===== config.mk =====
export PLATFORM = sky130hd
export DESIGN_NAME = flexdpe_out_collector
export DESIGN_NICKNAME = d
export VERILOG_FILES = /design/src/rtl/flexdpe_out_collector.sv
export SDC_FILE = /design/constraint.sdc
export NUM_CORES = 2
export LEC_CHECK = 0
export CELL_PAD_IN_SITES_DETAIL_PLACEMENT = 0
export CELL_PAD_IN_SITES_GLOBAL_PLACEMENT = 1
export CORE_MARGIN = 2
export CORE_UTILIZATION = 47
export CTS_CLUSTER_DIAMETER = 150
export DETAILED_ROUTE_END_ITERATION = 7
export GPL_TIMING_DRIVEN = 1
export MAX_ROUTING_LAYER = met4
export PLACE_DENSITY_LB_ADDON = 0.1
export SKIP_LAST_GASP = 1
export SLEW_MARGIN = 0
export SYNTH_ARGS = -nofsm -noshare
export SYNTH_HDL_FRONTEND = slang
export SYNTH_MEMORY_MAX_BITS = 65536
export SYNTH_SLANG_ARGS = --single-unit

===== constraint.sdc =====
create_clock -name clk -period 29.4 [get_ports clk]
set_input_delay 5.88 -clock clk [delete_from_list [all_inputs] [get_ports clk]]
set_output_delay 5.88 -clock clk [all_outputs]
set_load 0.05 [all_outputs]

===== src/rtl/flexdpe_out_collector.sv =====
// Frame collector: buffers sparse per-PE result vectors and serializes valid lanes onto a valid/ready stream.
// Optional FLEXDPE_COLLECT_CNT_EN adds a saturating dropped-frame counter (o_drop_count).
module flexdpe_out_collector #(
    parameter int OUT_DATA_TYPE = 32,
    parameter int NUM_PES       = 32,
    parameter int LOG2_PES      = 5,
    parameter int DEPTH         = 4,
    parameter int LOG2_DEPTH    = 2
) (
    input  logic                              clk,
    input  logic                              rst,
    input  logic [NUM_PES-1:0]                i_data_valid,
    input  logic [NUM_PES*OUT_DATA_TYPE-1:0]  i_data_bus,
    input  logic                              i_ready,
    input  logic                              i_clr_ovf,
    output logic                              o_valid,
    output logic [OUT_DATA_TYPE-1:0]          o_data,
    output logic [LOG2_PES-1:0]               o_lane,
    output logic                              o_last,
    output logic                              o_overflow,
`ifdef FLEXDPE_COLLECT_CNT_EN
    output logic [15:0]                       o_drop_count,
`endif
    output logic [LOG2_DEPTH:0]               o_occupancy
);

    // Handshake: a beat transfers when o_valid & i_ready; the frame retires on the beat with o_last.
    localparam logic [LOG2_DEPTH:0] FULL_CNT = (LOG2_DEPTH+1)'(DEPTH);
    localparam logic [LOG2_DEPTH:0] ONE_CNT  = (LOG2_DEPTH+1)'(1);

    logic [NUM_PES-1:0]               mem_mask [DEPTH];
    logic [NUM_PES*OUT_DATA_TYPE-1:0] mem_data [DEPTH];

    logic [LOG2_DEPTH-1:0] wr_ptr, rd_ptr, rd_ptr_inc;
    logic [LOG2_DEPTH:0]   count, count_nxt;
    logic [NUM_PES-1:0]    rmask, rmask_nxt, low_bit;
    logic [LOG2_PES-1:0]   lane_idx;
    logic                  push, full, hs, pop, drop, push_acc, one_left;

    assign push       = |i_data_valid;
    assign full       = (count == FULL_CNT);
    assign hs         = o_valid & i_ready;
    assign pop        = hs & o_last;
    assign drop       = push & full & ~pop;
    assign push_acc   = push & ~drop;
    assign rd_ptr_inc = rd_ptr + 1'b1;

    assign low_bit  = rmask & (~rmask + NUM_PES'(1));
    assign one_left = (rmask != '0) && ((rmask & (rmask - NUM_PES'(1))) == '0);

    always_comb begin
        lane_idx = '0;
        for (int k = NUM_PES - 1; k >= 0; k--) begin
            if (rmask[k]) lane_idx = LOG2_PES'(k);
        end
    end

    assign o_valid     = (count != '0);
    assign o_lane      = o_valid ? lane_idx : '0;
    assign o_last      = o_valid & one_left;
    assign o_data      = o_valid ? mem_data[rd_ptr][lane_idx*OUT_DATA_TYPE +: OUT_DATA_TYPE] : '0;
    assign o_occupancy = count;

    // On a pop the next head may be the frame arriving this same cycle, so bypass it into rmask.
    always_comb begin
        rmask_nxt = rmask;
        if (pop) begin
            if (count > ONE_CNT)  rmask_nxt = mem_mask[rd_ptr_inc];
            else if (push_acc)    rmask_nxt = i_data_valid;
            else                  rmask_nxt = '0;
        end else if (hs) begin
            rmask_nxt = rmask & ~low_bit;
        end else if (count == '0 && push_acc) begin
            rmask_nxt = i_data_valid;
        end
    end

    always_comb begin
        count_nxt = count;
        case ({push_acc, pop})
            2'b10:   count_nxt = count + ONE_CNT;
            2'b01:   count_nxt = count - ONE_CNT;
            default: count_nxt = count;
        endcase
    end

    always_ff @(posedge clk) begin
        if (push_acc) begin
            mem_mask[wr_ptr] <= i_data_valid;
            mem_data[wr_ptr] <= i_data_bus;
        end
    end

    always_ff @(posedge clk or negedge rst) begin
        if (!rst) begin
            wr_ptr     <= '0;
            rd_ptr     <= '0;
            count      <= '0;
            rmask      <= '0;
            o_overflow <= 1'b0;
        end else begin
            if (push_acc) wr_ptr <= wr_ptr + 1'b1;
            if (pop)      rd_ptr <= rd_ptr_inc;
            count <= count_nxt;
            rmask <= rmask_nxt;
            if (drop)           o_overflow <= 1'b1;
            else if (i_clr_ovf) o_overflow <= 1'b0;
        end
    end

`ifdef FLEXDPE_COLLECT_CNT_EN
    always_ff @(posedge clk or negedge rst) begin
        if (!rst) begin
            o_drop_count <= '0;
        end else if (drop) begin
            if (i_clr_ovf)                  o_drop_count <= 16'd1;
            else if (o_drop_count != '1)    o_drop_count <= o_drop_count + 16'd1;
        end else if (i_clr_ovf) begin
            o_drop_count <= '0;
        end
    end
`endif

endmodule


-- Yosys cells after proc, flatten, opt, wreduce, memory -nomap -nowiden
Memory sizes are Yosys's and may differ from the RTL's.
Cells that the tools add are included.
- bits in registers: 40
- latch bits: 0
- RAM bits: 4224
- bits in read-only memories: 0
- input bits: 1060
- output and inout bits: 43
- word-level logic and storage cells: 85
- memories kept: 2
- add/sub/neg operators: 6
- $mul: 0
- div/mod/pow operators: 0
- $lt $le $gt $ge: 1
- eq/ne operators: 3
- shifts and indexed selects: 1
- mux-type cells: 44
- bitwise logic cells: 13
- reductions and logical operators: 10
- memory list (name ; depth ; bits a word ; read ports ; clocked after memory_dff ; write ports ; line ; source):
    mem_data ; 4 ; 1024 ; 1 ; 0 ; 1 ; 32 ; logic [NUM_PES*OUT_DATA_TYPE-1:0] mem_data [DEPTH];
    mem_mask ; 4 ; 32 ; 1 ; 0 ; 1 ; 31 ; logic [NUM_PES-1:0] mem_mask [DEPTH];
- operator list (cell ; number):
    $shiftx 1024x11->32 ; 1
    $mux 32 ; 6
    $mux 5 ; 33
    $and 32x32->32 ; 3
    $not 32->32 ; 2
    $add 32x1->32 const B ; 1
    $logic_not 32->1 ; 1
    $reduce_bool 32->1 ; 1
    $reduce_or 32->1 ; 1
    $sub 32x1->32 const B ; 1
    $and 1x1->1 ; 6
    $pmux 3 s2 ; 1
    $reduce_bool 3->1 ; 2
    $add 2x1->2 const B ; 2
    $mux 1 ; 4
    $reduce_bool 2->1 ; 2
    $add 3x1->3 const B ; 1
    $eq 3x3->1 const B ; 1
    $gt 3x1->1 const B ; 1
    $logic_not 3->1 ; 1
    $sub 3x1->3 const B ; 1
    $eq 2x1->1 const B ; 1
    $eq 2x2->1 const B ; 1
    $logic_and 1x1->1 ; 2
    $not 1->1 ; 2

-- Logic depth before layout (Yosys ltp)
- depth after elaboration: 34
- mapped depth: 16
- depth with buffers taken out: 14

-- Worst setup path after synthesis
No wires, ideal clock.
- kind: input to register
- start: in i_ready
- end: mem mem_data[0][0] (netlist name), enable pin
- library setup time: 1.572 ns
- arrival: 30.352 ns
- data required time: 27.828 ns
- slack: -2.524 ns
- stages: 5
- buffers on the path: 1
- cells stage by stage: and2_1 > and4_1 > buf_2 > o22a_2 > and2_1
- longest elaborated chain between the ends: 8
- ends and longest elaborated chain (what ; line ; source):
    start: declaration ; 14 ; input logic i_ready,
    $and 1x1->1 ; 42 ; assign hs = o_valid & i_ready;
    $and 1x1->1 ; 43 ; assign pop = hs & o_last;
    named net pop ; 38 ; logic push, full, hs, pop, drop, push_acc, one_left;
    $not 1->1 ; 44 ; assign drop = push & full & ~pop;
    $and 1x1->1 ; 44 ;
    $not 1->1 ; 45 ; assign push_acc = push & ~drop;
    $and 1x1->1 ; 45 ;
    $mux 1 ; 88 ; if (push_acc) begin
    $mux 1 (not written as such) ; 90 ; mem_data[wr_ptr] <= i_data_bus;
    end: declaration ; 32 ;
The timed path passes the listed nets, and every way through them passes these cells.

-- Worst setup path after layout
- start: reg rd_ptr[1]
- end: out o_data[20]
- longest elaborated chain between the ends: 3
- ends and longest elaborated chain (what ; line ; source):
    start: declaration ; 34 ; logic [LOG2_DEPTH-1:0] wr_ptr, rd_ptr, rd_ptr_inc;
    start signal: assignment ; 103 ; if (pop) rd_ptr <= rd_ptr_inc;
    $mem_v2 4x1024 ; - ;
    $shiftx 1024x11->32 ; 61 ; assign o_data = o_valid ? mem_data[rd_ptr][lane_idx*OUT_DATA_TYPE +: OUT_DATA_TYPE] : '0;
    $mux 32 ; 61 ;
    end: declaration ; 17 ; output logic [OUT_DATA_TYPE-1:0] o_data,
Every way passes these cells.

==> out/metrics.cfg <==
[logic_synthesis]
ys_warn_count = 0
synthMuxAreaShare_pct = 16.6
synthAdderAreaFrac_pct = 0.0810
synth_top_family_by_area = multiplexers
synth_compound_area_share_pct = 1.65
synthDominantCellAreaShare_pct = 77.4
synth_nets = 8513
ys_async_sr_fraction_pct = 0.938
synth_top_area_cell = edfxtp_1
synthDistinctLibCells = 77
synth_area_um2 = 164000
synth_xor_area_share_pct = 0.0321
avgSynthCellArea_um2 = 22.0
synth_edf_count = 4224
synth_sequential_area_ratio_pct = 78.1
yosysMostFrequentCell = edfxtp_1
synth-seq-cells = 4264
synth_ff_type = edfxtp_1
yosys.area_share.simple_pct = 2.59
synth_common_cells = 4224 x edfxtp_1, 1056 x mux4_2, 549 x nand2_1
synthTopCellsByArea = edfxtp_1 77%, mux4_2 15%, mux2i_1 2.0%
syn_inst = 7444

[placed_design]
gp_congestion = 0.848
dpl.hpwl_um = 325000
dp_cells = 12900
portBuffers = 1102
dpl_cell_area_um2 = 181000

[setup_path]
crit_top_cell = buf_4
crit_chain = buf_4 > buf_12 > buf_12 > buf_4 > buf_4 > mux4_2 > mux2i_1 > mux2i_1 > o22ai_1 > o22ai_1 > clkdlybuf4s50_1
critPathArrivalTime_ns = 8.15
max_stage_delay_ns = 0.94
slowest_stage = dfrtp_4
crit_required_ns = 23.52
cp-start-kind = flip-flop
crit_path_end_kind = primary output
crit_fanout = 113
r2r_cells = 14
criticalPathCategory = reg -> out

[outcome]
status = finished, final reports clean

[clock_tree]
clkTransAtPathRegs_ns = 0.06
clkLatencyLatePin_ns = 1.01
cts_hold_buf = 0
clockBufferDepth = 4
cts_tree = yes
cts.sinks = 4264
cts_max_level = 5
cts_setup_buffers = 0
cts.repair.resized = 0
numCtsBuffers = 443
root_buffer = clkbuf_16

[timing]
finalMaxSlewViolations = 0
setup_viol = 0
fin_skew_ns = 0.0625
hold_viol = 0
slew_headroom_pct = 7.36
rsz0062_at_grt = false
period_needed_ns = 14.03
clock.fmax_ghz = 0.0713
fin_crit_sh_pct = 47.7
worstMarginPinSlew_ns = 1.35

[finish]
fin_nets = 9844
n_fill_cell = 25900
layoutNonFillerInstCount = 14000
syn2layout_area_growth_pct = 19.6
post-route-util_pct = 56.5
postLayoutCellArea_um2 = 196000
layout-drive-gt1-share_pct = 21.3

[power]
comb_power_share_pct = 6.9
ir_drop_v = 0.0000527
p_per_area_nw_per_um2 = 67.3
power_mw = 13.2
p_leak_nw = 60.8
switchingPower_mw = 2.97
switching_share_pct = 22.6
seq_power_share_pct = 51.4
p_clk_share_pct = 41.7
p_int_mw = 10.2

[routing]
wl_per_cell_um = 34.9
via_count = 83400
drt_iter0_markers = 9813
wirelength_um = 487000
postRouteAntennaNets = 0
drc = 0
viasPerCell = 5.97
drtPass1Iterations = 6

[global_routing]
grt_pass1_wl_um = 673000
grt_use_total_pct = 28.2
grt-ovfl-total = 0
grt_max_degree = 144
grt_pass1_vias = 83800
antenna_found_initial = 364

[floorplan]
die_height_um = 594
start_util_pct = 47.3
std_cell_rows = 216
core-area_um2 = 346000
dieWidth_um = 594
ioPinCount = 1103
dieArea_um2 = 353000

[worst_hold_path]
hold_class = reg -> reg
min_path_cells = 1

[run]
drv_cap = 0

==> power groups by stage <==
stage	clock (mW)	combinational (mW)	sequential (mW)
after floorplan	0	0.341	6.95
after global placement	0	0.903	6.90
after detailed placement	0	0.914	6.90
after CTS	5.59	0.917	6.77
after global routing	5.82	0.941	6.77
final	5.50	0.907	6.77
==> worst max-delay path: cells and delay by family, from the launching register on <==
family	cells	cell delay, ns
AO/OA/AOI/OAI	2	0.85
buffers and inverters	6	3.97
flip-flops	1	0.94
multiplexers	3	0.81
==> stage by stage <==
stage                     TNS (ns)  setup WS, ns  hold slack, ns
final                            0         15.37           0.584
after detailed placement         0         15.84           0.563
after CTS                        0         15.17           0.577
after global placement           0         15.93           0.526
after floorplan           -5329.50         -2.52           0.512
after global routing             0         15.04           0.599
==> state kept, by name, indices dropped and copies added (netlist names) <==
signal,count
o_overflow,1
rd_ptr,2
rmask,32
mem_mask,128
wr_ptr,2
o_occupancy,3
mem_data,4096
==> placed cells by master, fill, tap and decap left out, types with 8 or more instances in the layout <==
cell             netlist  routed
a21oi_1               48      47
a221oi_1               8       8
a22oi_1               14      14
a311oi_1              30      10
a311oi_2               0      16
a31oi_1               30      30
buf_12                 0      17
buf_4                  1     181
bufinv_16              0      43
clkbuf_1             324      97
clkbuf_16              0     448
clkdlybuf4s50_1        0    1101
clkinv_1               2     106
clkinv_2               0      85
clkinvlp_4             0       8
dfrtp_1               40      38
diode_2                0     244
edfxtp_1            4224    4224
ha_1                   9       9
inv_1                 23      23
inv_6                  0       8
mux2i_1              331     321
mux2i_2                0      10
mux4_2              1056    1056
nand2_1              549     548
nand3_1              223     223
nand4_1               29      29
nor2_1                76      68
nor3_1                21      18
nor4_1                16      13
o2111ai_1             34      34
o211ai_1              15      15
o21ai_0               19      18
o21ai_1               12      12
o22ai_1               79      79
o31ai_1                9       9
o32ai_1               11      11
or4_1                  8       8
==> layout make-up <==
class                   count  area [um2]  share of cell area, %
diodes                    244         611                  0.312
clock buffers             548       11600                   5.93
clock inverters           264        2560                   1.31
inverters                  27         101                 0.0518
multi-input cells        2739       34600                   17.7
flip-flops and latches   4264      128000                   65.3
well taps                4578        5730                   2.93
repair buffers           1300       12700                   6.50
==> path summary, 6_finish.rpt <==
path / startpoint / to / slack [ns]
max: rd_ptr[1] / o_data[20] / 15.37
min: wr_ptr[1] / wr_ptr[1] / 0.58
max reg2reg: rmask[17] / mem_data[3][786] / 19.35
min reg2reg: wr_ptr[1] / wr_ptr[1] / 0.58
max in group asynchronous: rst / rd_ptr[1] / 23.89
min in group asynchronous: rst / o_overflow / 5.02
==> layer usage <==
metal	track usage (%)	vias up	routed length [um]
met1	37.5	44700	194000
li1	-	34500	-
met3	7.43	734	46600
met2	43.6	3454	233000
met4	7.11	0	13100
met5	-	-	0
==> kinds of logic after synthesis <==
logic type,after synthesis
fa+ha+maj,11
flops,4264
simple gates,959
xor+xnor,6
compound gates,375
mux,1388
buf+inv,441
(Power assumes the default switching activity.)
